[src/rtl/cmos_capture_pkg.sv]
// cmos_capture_pkg: capture FSM state encoding and default frame geometry
package cmos_capture_pkg;
    typedef enum logic [1:0] {WAIT_CFG, SKIP, WAIT_VS, ACTIVE} capState_e;
    localparam int H_ACTIVE_DEF    = 640;
    localparam int V_ACTIVE_DEF    = 480;
    localparam int SKIP_FRAMES_DEF = 10;
endpackage

[src/rtl/cmos_capture_sync_edge.sv]
// cmos_sync_edge: first-stage register of sensor inputs and VSYNC/HREF edge pulses
module cmos_sync_edge (
    input  logic       iCLK,
    input  logic       iRST_N,
    input  logic       iVSYNC,
    input  logic       iHREF,
    input  logic [7:0] iDATA,
    output logic       s1Href,
    output logic [7:0] s1Data,
    output logic       vsRise,
    output logic       vsFall,
    output logic       hrefRise,
    output logic       hrefFall
);
    logic s1Vsync, vsD, hrefD;
    always_ff @(posedge iCLK or negedge iRST_N)
        if (!iRST_N) {s1Vsync, s1Href, s1Data, vsD, hrefD} <= '0;
        else begin
            s1Vsync <= iVSYNC;
            s1Href  <= iHREF;
            s1Data  <= iDATA;
            vsD     <= s1Vsync;
            hrefD   <= s1Href;
        end
    assign vsRise   = s1Vsync & ~vsD;
    assign vsFall   = ~s1Vsync & vsD;
    assign hrefRise = s1Href & ~hrefD;
    assign hrefFall = ~s1Href & hrefD;
endmodule

[src/rtl/cmos_capture.sv]
// cmos_capture: CMOS sensor byte stream to RGB565 pixels with frame skipping.
// Define CMOS_CAPTURE_STATS_EN to add frame counter and size-error outputs.
module cmos_capture
    import cmos_capture_pkg::*;
#(
    parameter int H_ACTIVE    = H_ACTIVE_DEF,
    parameter int V_ACTIVE    = V_ACTIVE_DEF,
    parameter int SKIP_FRAMES = SKIP_FRAMES_DEF
) (
    input  logic        iCLK,
    input  logic        iRST_N,
    input  logic        iCONFIG_DONE,
    input  logic        iVSYNC,
    input  logic        iHREF,
    input  logic [7:0]  iDATA,
    output logic [15:0] oPIX_DATA,
    output logic        oPIX_VALID,
    output logic [9:0]  oX,
    output logic [8:0]  oY,
    output logic        oFRAME_START,
    output logic        oFRAME_DONE,
    output logic        oCAPTURING
`ifdef CMOS_CAPTURE_STATS_EN
   ,output logic [15:0] oFRAME_CNT,
    output logic        oSIZE_ERR
`endif
);
    localparam logic [9:0]  HMAX  = 10'(H_ACTIVE);
    localparam logic [8:0]  VMAX  = 9'(V_ACTIVE);
    localparam logic [15:0] SKIPN = 16'(SKIP_FRAMES);

    capState_e   state, nextState;
    logic        s1Href, vsRise, vsFall, hrefRise, hrefFall;
    logic [7:0]  s1Data, hiByte;
    logic [15:0] skipCnt, pendData;
    logic [9:0]  x, pendX;
    logic [8:0]  y, pendY;
    logic        phase, pendValid, frameStart, frameDone, inActive, pixStrobe;

    cmos_sync_edge uSync (
        .iCLK(iCLK), .iRST_N(iRST_N), .iVSYNC(iVSYNC), .iHREF(iHREF), .iDATA(iDATA),
        .s1Href(s1Href), .s1Data(s1Data), .vsRise(vsRise), .vsFall(vsFall),
        .hrefRise(hrefRise), .hrefFall(hrefFall)
    );

    always_ff @(posedge iCLK or negedge iRST_N)
        if (!iRST_N) state <= WAIT_CFG;
        else state <= nextState;

    always_comb begin
        nextState  = state;
        frameStart = 1'b0;
        frameDone  = 1'b0;
        if (!iCONFIG_DONE) nextState = WAIT_CFG;
        else if (state == WAIT_CFG) nextState = SKIP;
        else if (state == SKIP && (SKIPN == 16'd0 || (vsFall && skipCnt == SKIPN - 16'd1))) nextState = WAIT_VS;
        else if (state == WAIT_VS && vsFall) begin
            nextState  = ACTIVE;
            frameStart = 1'b1;
        end
        else if (state == ACTIVE && vsRise) begin
            nextState = WAIT_VS;
            frameDone = 1'b1;
        end
    end

    assign inActive   = state == ACTIVE && nextState == ACTIVE;
    assign pixStrobe  = inActive && s1Href && phase && !hrefRise;
    assign oCAPTURING = state == WAIT_VS || state == ACTIVE;

    // S1 -> pairing/pending stage -> output registers: two cycles after the second byte is sampled
    always_ff @(posedge iCLK or negedge iRST_N)
        if (!iRST_N) begin
            {skipCnt, x, y, phase, hiByte, pendValid, pendData, pendX, pendY} <= '0;
            {oPIX_DATA, oPIX_VALID, oX, oY, oFRAME_START, oFRAME_DONE} <= '0;
        end else begin
            skipCnt      <= (state == SKIP && nextState == SKIP) ? skipCnt + 16'(vsFall) : '0;
            oFRAME_START <= frameStart;
            oFRAME_DONE  <= frameDone;
            pendValid    <= pixStrobe && x < HMAX && y < VMAX;
            oPIX_VALID   <= pendValid;
            if (pendValid) {oPIX_DATA, oX, oY} <= {pendData, pendX, pendY};
            if (pixStrobe) {pendData, pendX, pendY} <= {hiByte, s1Data, x, y};
            if (frameStart) {x, y, phase} <= '0;
            else if (!inActive) phase <= 1'b0;
            else if (hrefFall) begin
                x     <= '0;
                y     <= y < VMAX ? y + 9'd1 : y;
                phase <= 1'b0;
            end
            else if (pixStrobe) begin
                x     <= x < HMAX ? x + 10'd1 : x;
                phase <= 1'b0;
            end
            else if (s1Href) begin
                hiByte <= s1Data;
                phase  <= 1'b1;
            end
        end

`ifdef CMOS_CAPTURE_STATS_EN
    logic lineErr, xOver, yOver;
    // x and y saturate, so overflow past the active size is tracked separately
    always_ff @(posedge iCLK or negedge iRST_N)
        if (!iRST_N) {lineErr, xOver, yOver, oFRAME_CNT, oSIZE_ERR} <= '0;
        else begin
            if (frameStart) {lineErr, xOver, yOver} <= '0;
            else if (inActive && hrefFall) begin
                lineErr <= lineErr | (x != HMAX) | xOver;
                xOver   <= 1'b0;
                yOver   <= yOver | (y == VMAX);
            end
            else if (pixStrobe && x == HMAX) xOver <= 1'b1;
            if (frameDone) begin
                oFRAME_CNT <= oFRAME_CNT + 16'd1;
                oSIZE_ERR  <= oSIZE_ERR | lineErr | yOver | (y != VMAX);
            end
        end
`endif
endmodule

[config.mk]
export PLATFORM = sky130hd
export DESIGN_NAME = cmos_capture
export DESIGN_NICKNAME = d
export VERILOG_FILES = /design/src/rtl/cmos_capture_pkg.sv /design/src/rtl/cmos_capture_sync_edge.sv /design/src/rtl/cmos_capture.sv
export SDC_FILE = /design/constraint.sdc
export NUM_CORES = 1
export LEC_CHECK = 0
export ABC_AREA = 1
export BUFFER_PORTS_ARGS = -buffer_cell sky130_fd_sc_hd__buf_4
export CAP_MARGIN = 5
export CORE_MARGIN = 2
export CORE_UTILIZATION = 45
export CTS_BUF_LIST = sky130_fd_sc_hd__clkbuf_8
export CTS_CLUSTER_DIAMETER = 50
export DETAILED_ROUTE_END_ITERATION = 12
export GPL_TIMING_DRIVEN = 0
export PLACE_DENSITY = 0.73
export SLEW_MARGIN = 20
export SYNTH_ARGS = -nofsm -noshare
export SYNTH_HDL_FRONTEND = slang
export SYNTH_SLANG_ARGS = --single-unit
[constraint.sdc]
create_clock -name iCLK -period 2.2 [get_ports iCLK]
set_clock_uncertainty 0.2 [all_clocks]
set_input_delay 0 -clock iCLK [delete_from_list [all_inputs] [get_ports iCLK]]
set_output_delay 0 -clock iCLK [all_outputs]
set_load 0.05 [all_outputs]
==> results.md, run 1 <==
- Outcome: finished, violations left
- Failing checks: negative setup slack
- Synth Warn #: 0
- Worst R2R Path Depth: 13
- Post-DP HPWL: 8350 um
- DRT Wirelength: about 13000 um
- PD cells: 685 mW/mm^2
- Overall power: ~4900 uW
- Main synth FF type: dfrtp_1
- Crit share post-route: 100%
- Worst-path clk slew: 70 ps
- # placed instances: 845
- Synth Cell Area: roughly 0.0057 mm^2
- Rel. slew slack: ~63%
- Initial Util: a little under half
- Peak supply drop: approximately 0.46 mV
- Finished Core Util: a little under three fifths
- Hold_ws: 12.7 ps
- WP depth: 13
- # diodes: 0
- # DRC: 0
- Top cell type's share of synthesized area: 57.6%
- Netlist cell types: 30
- # port buffers: between 50 and 60
- RePlAce Congestion: between 0.8 and 0.9
- Root buffer cell: clkbuf_8
- Met3 WL: about 550 um
- Met1 Routed Length: approximately 5900 um
- Max layer used: met4
- Slew Limit Fails: 0
- Critical path capture point type: flip-flop
- Gr usage total: between 10% and 20%
- XOR/XNOR share of the synthesized area: a little under 2%
- Synth Instances: approximately 620
- Synth Area in Simple Gates: a little under a quarter
- Die area: between 0.01 and 0.015 mm^2
- Hold Vio Cnt, Final: 0
- R2R Setup Slk: -1 ps
- Post-Synth Adder-Cell Area: less than 1%
- RSZ-0062 raised after global routing: true
- Core area: 0.0125 mm^2
- CTS HTree Levels: 4
- Final Non-Filler Cells: between 900 and 1k
- Crit path cell chain: nor2_4, ha_2, ha_1, nand2_1, inv_2, nand2_1, nor2_4, nand2_2, nor2_4, nand3_2, o21ai_1, nand2_1, nor2_1
- Setup WS post-layout: -1.13 ps
- CTS buffer count: 17
- Mapped Nets: around 640
- Main combinational cell family by area after synthesis: simple AND/OR/NAND/NOR gates
- Vias post-DR: ~4.5k
- Startpoint type of the worst setup path: flip-flop
- Std-Cell Rows: approximately 40
- Min cycle time layout: 2200 ps
- Post-synthesis compound-gate area fraction: ~7.9%
- Synth top cells by count: 132 x dfrtp_1, 119 x nand2_1, 75 x nor2_1
- Die W: between 100 and 150 um
- Register area share after synthesis: slightly below 60%
- Routed len/inst: 14.4 um
- Mux cell area share after synthesis: about 1.6%
- Largest net degree at the start of global routing: between 90 and 100
- Slew @ Worst Pin: 558 ps
- Max Freq: about 0.45 GHz
- Largest area contributor in the netlist: dfrtp_1
- CP required: 2370 ps
- Share of cells above drive strength 1: between 10% and 20%
- Detail Route Antenna Nets: 0
- Clk_lat worst skew: 450 ps
- Die height: between 100 and 150 um
- Synth top area cells: dfrtp_1 58%, nand2_1 7.8%, nor2_1 4.9%, inv_1 4.8%, a21oi_1 3.3%
- Async SR Flop Fraction: between 90% and 100%
- Grt total ovfl: 0
- Antenna violations before repair: 0
- Vias in the first global route: 4449
- Hold path cells: 2
- Final #Nets: between 700 and 800
- I/O pin count: 52
- Iter 0 DRT Violations: 359
- Clock sink count: 132
- Routed vias/inst: between 4 and 5
- Final Setup Violations: 1
- Setup slack at placement: -255 ps
- Count leader, synth: dfrtp_1
- CP max stage delay: about 420 ps
- Crit-path max FO: 3
- Top Family by Delay on Critical Path: simple AND/OR/NAND/NOR gates
- Max cap viols: 0
- Buf+Inv Stages, Crit Path: 1
- Worst EP arrival: between 2000 and 2500 ps
- TritonCTS clock tree: yes
- Met2 WL: approximately 6500 um
- Crit Path Class: flip-flop to flip-flop
- Area grow syn2layout: 24.9%
- EDFF count, synth: 0
- Slowest-stage cell, CP: dfrtp_1
- Worst Hold Class: input port to flip-flop
- First-pass GRT wire length: between 20000 and 25000 um
- Syn_area_per_cell: slightly above 9 um^2
- Drt pass-1 iters: 5
- Synth Register Bits: about 130
- CTS Buffer Depth: 2
- P_leak: roughly 0.0037 uW
==> metal layers <==
| layer | up-vias | global-route usage (%) |
|---|---|---|
| met5 | - | 0 |
| met4 | 0 | 6.90 |
| met3 | 16 | 4.99 |
| met2 | 112 | 33.3 |
| met1 | 2186 | 25.4 |
| li1 | 2203 | - |
==> sequential cells by signal, summed over array words and instances, names as in the netlist, 2 cells and up <==
register	count
hiByte	8
oPIX_DATA	16
oX	10
oY	9
pendData	16
pendX	10
pendY	9
skipCnt	16
state	2
uSync.s1Data	8
x	10
y	9
==> worst register-to-register path, stage by stage, from the launching register on <==
cell	delay [ps]
dfrtp_1	420
nor2_4	120
ha_2	190
ha_1	180
nand2_1	80
inv_2	80
nand2_1	90
nor2_4	150
nand2_2	90
nor2_4	120
nand3_2	110
o21ai_1	140
nand2_1	60
nor2_1	90
==> layout by cell type, fill, tap and decap left out, types with 4 or more instances in the layout <==
cell type	netlist	routed
clkbuf_1	13	9
nor4_1	6	6
nand2_1	119	118
nor3b_1	4	4
clkinv_2	0	4
clkbuf_2	0	4
buf_6	5	4
o21ai_0	36	35
mux2_2	8	8
dfrtp_1	132	132
nor2_2	4	7
inv_2	3	5
xor2_1	9	9
xnor2_1	4	4
buf_4	0	57
a21oi_1	38	38
nand3_1	29	28
clkbuf_8	0	18
nor2_4	2	5
dlygate4sd3_1	0	21
o21bai_1	10	9
nor2_1	75	70
nor3_1	13	13
nand4_1	18	18
bufinv_16	0	4
inv_1	74	73
==> path summary, 6_finish.rpt <==
check                                             start                        end
worst max-delay path            uSync.s1Vsync$_DFF_PN0_      skipCnt[10]$_DFF_PN0_
worst min-delay path                           iDATA[1]  uSync.s1Data[1]$_DFF_PN0_
worst max register to register  uSync.s1Vsync$_DFF_PN0_      skipCnt[10]$_DFF_PN0_
worst min register to register      pendValid$_DFF_PN0_       oPIX_VALID$_DFF_PN0_
max in group asynchronous                        iRST_N       pendY[0]$_DFFE_PN0P_
min in group asynchronous                        iRST_N  uSync.s1Data[2]$_DFF_PN0_
==> cell type report <==
cell class	count	area (um^2)
plain buffers	22	146
inverters	77	289
flip-flops and latches	132	3300
multi-input cells	391	2070
fillers	1106	5360
well taps	172	215
repair buffers	81	701
clock inverters	14	185
clock buffers	18	248
==> what timing repair did <==
item	CTS	global route
endpoints found under the setup margin	34	49
pin swaps	1	7
gates resized for setup	5	21
hold buffers	22	0
gates cloned	0	1
buffers inserted	2	5
endpoints found under the hold margin	179	0
==> metrics by stage <==
| step | cell area (um^2) | TNS, ps |
|---|---|---|
| finish | 7160 | -1.13 |
| global route | 7160 | -286 |
| floorplan | 5730 | 0 |
| detailed placement | 6370 | -911 |
| global placement | 6330 | -384 |
| CTS | 7060 | -41.3 |
==> cell families (layout without fill, tap and decap cells) <==
kind of cell / Yosys count / count (layout)
simple gates: 280 / 281
flops: 132 / 132
buf+inv: 99 / 212
compound gates: 85 / 85
xor+xnor: 13 / 13
mux: 8 / 8
fa+ha+maj: 4 / 4
==> where the power goes <==
group | switching, uW | total [uW] | internal, uW | leakage (uW)
registers | 17.8 | 2460 | 2440 | 0.00160
logic | 136 | 221 | 85.2 | 0.00183
clock network | 964 | 2220 | 1260 | 0.000220
No activity file was read; power rests on OpenSTA's default activity.
==> run 2: changes to the inputs <==
--- a/config.mk
+++ b/config.mk
@@ -6,7 +6,7 @@
 export NUM_CORES = 1
 export LEC_CHECK = 0
 export ABC_AREA = 1
-export BUFFER_PORTS_ARGS = -buffer_cell sky130_fd_sc_hd__buf_4
+export BUFFER_PORTS_ARGS = -buffer_cell sky130_fd_sc_hd__buf_2
 export CAP_MARGIN = 5
 export CORE_MARGIN = 2
 export CORE_UTILIZATION = 45
==> results.md, run 2 (synthesis results as in run 1) <==
- Crit path cell chain: nor2_4, ha_4, ha_1, nand2_1, inv_2, nand2_1, nor2_2, nand2_2, nor2_4, nand3_2, nor3_1, nor2_1
- Buf+Inv Stages, Crit Path: 1 (unchanged)
- Grt met1 use: 25.9% (+0.52 points)
- CTS Buffer Depth: 2 (unchanged)
- Worst Hold Class: flip-flop to flip-flop
- Top Family by Delay on Critical Path: simple AND/OR/NAND/NOR gates
- Met2 usage: 31.9% (-1.4 points)
- Area grow syn2layout: 21.7%
- Gr usage total: 20.1% (+0.17 points)
- DRT Wirelength: 12600 um (-4.1%)
- Min cycle time layout: 2110 ps (-86.6 ps)
- Die W: 117 um (unchanged)
- Finished Cell Area: 0.00698 mm^2 (-2.6%)
- I/O pin count: 52 (unchanged)
- Peak supply drop: 0.486 mV (+6.5%)
- Max cap viols: 0 (unchanged)
- Max Freq: 0.473 GHz (+4.1%)
- Final Setup Violations: 0 (-1)
- Routed vias/inst: 5.05 (+1.4%)
- Critical path capture point type: flip-flop
- PD cells: 638 mW/mm^2 (-6.9%)
- Grt total ovfl: 0 (unchanged)
- Std-Cell Rows: 41 (unchanged)
- Slew Limit Fails: 0 (unchanged)
- Share of cells above drive strength 1: 19.4% (-0.19 points)
- Crit-path max FO: 3 (unchanged)
- Antenna violations before repair: 0 (unchanged)
- # DRC: 0 (unchanged)
- Rel. slew slack: 65.1% (+2.2 points)
- Core area: 0.0125 mm^2 (unchanged)
- Hold Vio Cnt, Final: 0 (unchanged)
- Crit share post-route: 96.1% (-3.9 points)
- Slew @ Worst Pin: 524 ps (-33.6 ps)
- Peak-usage layer in the global routing report: met2
- Clock sink count: 132 (unchanged)
- RePlAce Congestion: 0.848 (-3.1%)
- Hold_ws: 218 ps (+205 ps)
- Detail Route Antenna Nets: 0 (unchanged)
- Post-DP HPWL: 8250 um (-1.2%)
- P_leak: 0.00362 uW (-0.82%)
- Worst-path clk slew: 70 ps (about the same)
- Vias in the first global route: 4484 (+0.79%)
- Slowest-stage cell, CP: dfrtp_1
- Placed inst area: 0.00624 mm^2 (-2.0%)
- RSZ-0062 raised after global routing: true
- Startpoint type of the worst setup path: flip-flop
- Final #Nets: 742 (+0.41%)
- Die height: 117 um (unchanged)
- Routed len/inst: 13.8 um (-4.3%)
- # diodes: 0 (unchanged)
- CTS HTree Levels: 4 (unchanged)
- Drt pass-1 iters: 5 (unchanged)
- Met3 Usage GRT: 7.00% (+2.0 points)
- TritonCTS clock tree: yes
- Initial Util: 45.8% (unchanged)
- CP max stage delay: 420 ps (about the same)
- CTS buffer count: 17 (unchanged)
- Iter 0 DRT Violations: 266 (-26%)
- Clk_lat worst skew: 450 ps (about the same)
- Die area: 0.0137 mm^2 (unchanged)
- Vias post-DR: 4590 (+1.6%)
- Largest net degree at the start of global routing: 95 (unchanged)
- Worst EP arrival: 2250 ps (-120 ps)
- CP required: 2340 ps (-30 ps)
- Root buffer cell: clkbuf_8
- Outcome: completed
- # port buffers: 51 (unchanged)
- Crit Path Class: flip-flop to flip-flop
- Commonest non-fill, non-tap cell in the layout: dfrtp_1
- First-pass GRT wire length: 20900 um (-0.88%)
- Highest-count cells in the layout ignoring fill and taps: 131 x dfrtp_1, 118 x nand2_1, 75 x inv_1, 70 x nor2_1, 53 x buf_2
- Finished Core Util: 55.7% (-1.5 points)
run 2: metal layers:
metal	wire, um	vias to the layer above	part of all wire (%)
li1	-	2220	-
met2	6110	124	49
met4	147	0	1.2
met1	5640	2232	45
met3	667	14	5.3
met5	0	-	0
run 2: worst register-to-register path, stage by stage (launching register included):
cell	delay (ps)
dfrtp_1	420
nor2_4	140
ha_4	140
ha_1	150
nand2_1	70
inv_2	70
nand2_1	70
nor2_2	170
nand2_2	100
nor2_4	130
nand3_2	110
nor3_1	160
nor2_1	70
run 2: power breakdown:
group	leakage (uW)	internal, uW	switching, uW	total (uW)
logic	0.00183	82.3	135	217
clock network	0.000186	877	893	1770
registers	0.00160	2450	17.4	2460
run 2: what timing repair did:
action	4_1_cts	5_1_grt
hold endpoints to repair	179	0
hold buffers	24	0
pin swaps	1	5
resized for setup	5	18
setup buffers	1	8
endpoints found under the setup margin	19	50
gates cloned	0	1
run 2: path summary, 6_finish.rpt:
path / from / end / slack, ps / cells after the start
min in group asynchronous: iRST_N / pendX[3]$_DFFE_PN0P_ / 430 / 4
worst max-delay path: uSync.s1Vsync$_DFF_PN0_ / skipCnt[10]$_DFF_PN0_ / 90 / 12
worst max register to register: uSync.s1Vsync$_DFF_PN0_ / skipCnt[10]$_DFF_PN0_ / 90 / 12
worst min-delay path: uSync.s1Href$_DFF_PN0_ / uSync.hrefD$_DFF_PN0_ / 220 / 0
worst min register to register: uSync.s1Href$_DFF_PN0_ / uSync.hrefD$_DFF_PN0_ / 220 / 0
max in group asynchronous: iRST_N / x[0]$_DFFE_PN0P_ / 910 / 4
run 2: metrics by stage:
step           setup WS [ps]  TNS [ps]  std cells  power (uW)
2_1_floorplan           80.6         0        621        2590
3_3_place_gp            -741    -96950        844        2670
3_5_place_dp            -273      -651        845        2680
4_1_cts                 6.46         0        901        4490
5_1_grt                -64.9      -422        909        4640
6_report                85.4         0        909        4450
run 2: layout make-up:
cell class	count	area [um^2]
Buffer	21	135
Fill cell	1130	5540
Clock inverter	10	60.1
Clock buffer	21	289
Multi-Input combinational cell	391	2070
Inverter	77	289
Sequential cell	132	3300
Tap cell	172	215
Timing Repair Buffer	85	611
==> run 3: changes to the inputs <==
--- a/config.mk
+++ b/config.mk
@@ -8,13 +8,13 @@
 export ABC_AREA = 1
 export BUFFER_PORTS_ARGS = -buffer_cell sky130_fd_sc_hd__buf_2
 export CAP_MARGIN = 5
-export CORE_MARGIN = 2
-export CORE_UTILIZATION = 45
+export CORE_ASPECT_RATIO = 0.9
+export CORE_UTILIZATION = 55
 export CTS_BUF_LIST = sky130_fd_sc_hd__clkbuf_8
 export CTS_CLUSTER_DIAMETER = 50
 export DETAILED_ROUTE_END_ITERATION = 12
 export GPL_TIMING_DRIVEN = 0
-export PLACE_DENSITY = 0.73
+export PLACE_DENSITY = 0.85
 export SLEW_MARGIN = 20
 export SYNTH_ARGS = -nofsm -noshare
 export SYNTH_HDL_FRONTEND = slang
==> results.md, run 3 (synthesis results as in run 1) <==
- Slew Limit Fails: 0 (unchanged)
- TritonCTS clock tree: yes
- Drt pass-1 iters: 7 (+2)
- Outcome: finished, violations left
- P_leak: 0.00368 uW (+1.8%)
- RePlAce Congestion: 0.904 (+6.5%)
- Final Non-Filler Cells: 868 (-4.5%)
- Max cap viols: 0 (unchanged)
- Setup WS post-layout: -19.4 ps (-105 ps)
- Die W: 110 um (-6.2%)
- Failing checks: negative setup slack
- # port buffers: 51 (unchanged)
- Routed len/inst: 16.4 um (+19%)
- Share of cells above drive strength 1: 21.2% (+1.8 points)
- Clock sink count: 132 (unchanged)
- # DRC: 0 (unchanged)
- Detail Route Antenna Nets: 0 (unchanged)
- Gr usage total: 27.1% (+7.1 points)
- Root buffer cell: clkbuf_8
- Worst EP arrival: 2370 ps (+120 ps)
- Peak-usage layer in the global routing report: met2
- Worst Hold Class: input port to flip-flop
- Core area: 0.00991 mm^2 (-21%)
- Die height: 98.9 um (-15%)
- Finished Cell Area: 0.00707 mm^2 (+1.4%)
- CP required: 2350 ps (about the same)
- Post-DP HPWL: 8390 um (+1.6%)
- Routed vias/inst: 5.61 (+11%)
- Largest net degree at the start of global routing: 61 (-36%)
- Highest-count cells in the layout ignoring fill and taps: 131 x dfrtp_1, 116 x nand2_1, 72 x inv_1, 71 x nor2_1, 53 x buf_2
- Worst-path clk slew: 70 ps (about the same)
- Vias in the first global route: 4736 (+5.6%)
- Iter 0 DRT Violations: 522 (+96%)
- Final Setup Violations: 1 (+1)
- # diodes: 0 (unchanged)
- Max Freq: 0.451 GHz (-4.7%)
- Hold Vio Cnt, Final: 0 (unchanged)
- Final #Nets: 746 (+0.54%)
- Commonest non-fill, non-tap cell in the layout: dfrtp_1
- Met3 Usage GRT: 7.41% (+0.40 points)
- I/O pin count: 52 (unchanged)
- Crit share post-route: 101% (+4.8 points)
- First-pass GRT wire length: 22000 um (+5.4%)
- PD cells: 687 mW/mm^2 (+7.7%)
- Antenna violations before repair: 0 (unchanged)
- Clk_lat worst skew: 450 ps (about the same)
- # placed instances: 799 (-5.4%)
- Die area: 0.0108 mm^2 (-21%)
- Crit-path max FO: 10 (+7)
- Crit Path Class: flip-flop to flip-flop
- Min cycle time layout: 2220 ps (+105 ps)
- CTS HTree Levels: 4 (unchanged)
- Area grow syn2layout: 23.4%
- Placed inst area: 0.00618 mm^2 (-0.98%)
- CTS Buffer Depth: 2 (unchanged)
- RSZ-0062 raised after global routing: true
- Initial Util: 57.8% (+12 points)
- Slew @ Worst Pin: 577 ps (+53.0 ps)
- CTS buffer count: 17 (unchanged)
- Grt met1 use: 33.8% (+7.8 points)
- Rel. slew slack: 61.5% (-3.5 points)
- Vias post-DR: 4871 (+6.1%)
- Startpoint type of the worst setup path: flip-flop
- DRT Wirelength: 14300 um (+13%)
- Grt total ovfl: 0 (unchanged)
- Met2 usage: 44.0% (+12 points)
- Peak supply drop: 0.527 mV (+8.5%)
- Critical path capture point type: flip-flop
- Std-Cell Rows: 34 (-17%)
## run 3: worst paths after layout
path,start,endpoint,slack (ps),depth (start not counted)
max,uSync.s1Vsync$_DFF_PN0_,pendData[14]$_DFFE_PN0P_,-20,10
min,iHREF,uSync.s1Href$_DFF_PN0_,10,2
max reg2reg,uSync.s1Vsync$_DFF_PN0_,pendData[14]$_DFFE_PN0P_,-20,10
min reg2reg,uSync.s1Href$_DFF_PN0_,uSync.hrefD$_DFF_PN0_,210,0
max in group asynchronous,iRST_N,y[6]$_DFFE_PN0P_,720,4
min in group asynchronous,iRST_N,skipCnt[13]$_DFF_PN0_,450,3
## run 3: cell type report
cell class	instances	area, um^2
clock inverters	12	153
fillers	669	2840
clock buffers	20	275
well taps	126	158
multi-input cells	390	2100
flip-flops and latches	132	3300
inverters	77	289
plain buffers	22	143
repair buffers	89	649
## run 3: routing by layer
layer / vias up / part of all wire (%)
met5: - / 0
met4: 0 / 4.1
met3: 59 / 6.4
met2: 242 / 50
met1: 2350 / 40
li1: 2220 / -
## run 3: worst max-delay path, cell delays in order (launching register included)
cell and delay (ps):
dfrtp_1 420, buf_4 150, nand4_1 120, nand2_1 110, nand2_2 120, nand4_4 210, nor2_8 240, buf_8 150
buf_6 150, nand2_1 110, o21ai_1 140
## run 3: stage by stage
stage	TNS, ps	utilization [%]	hold slack [ps]	setup slack (ps)	power, uW
after global placement	-90530	62.0	-92.2	-692	2660
after global routing	-840	71.3	3.99	-144	5030
after CTS	-10.7	69.3	0.530	-10.7	4850
after detailed placement	-435	62.3	-105	-223	2680
final	-19.4	71.3	14.4	-19.4	4860
after floorplan	0	-	-496	80.6	2590
## run 3: repair_timing
action	4_1_cts	5_1_grt
hold endpoints to repair	170	1
resized for setup	8	26
buffers inserted	3	11
pin swaps	2	9
cloned	0	1
hold buffers	21	1
endpoints found under the setup margin	20	37
## run 3: report_power, final
| part | leakage (uW) | internal, uW | switching, uW |
|---|---|---|---|
| Combinational | 0.00188 | 80.2 | 141 |
| Sequential | 0.00160 | 2440 | 18.9 |
| Clock | 0.000207 | 1210 | 965 |
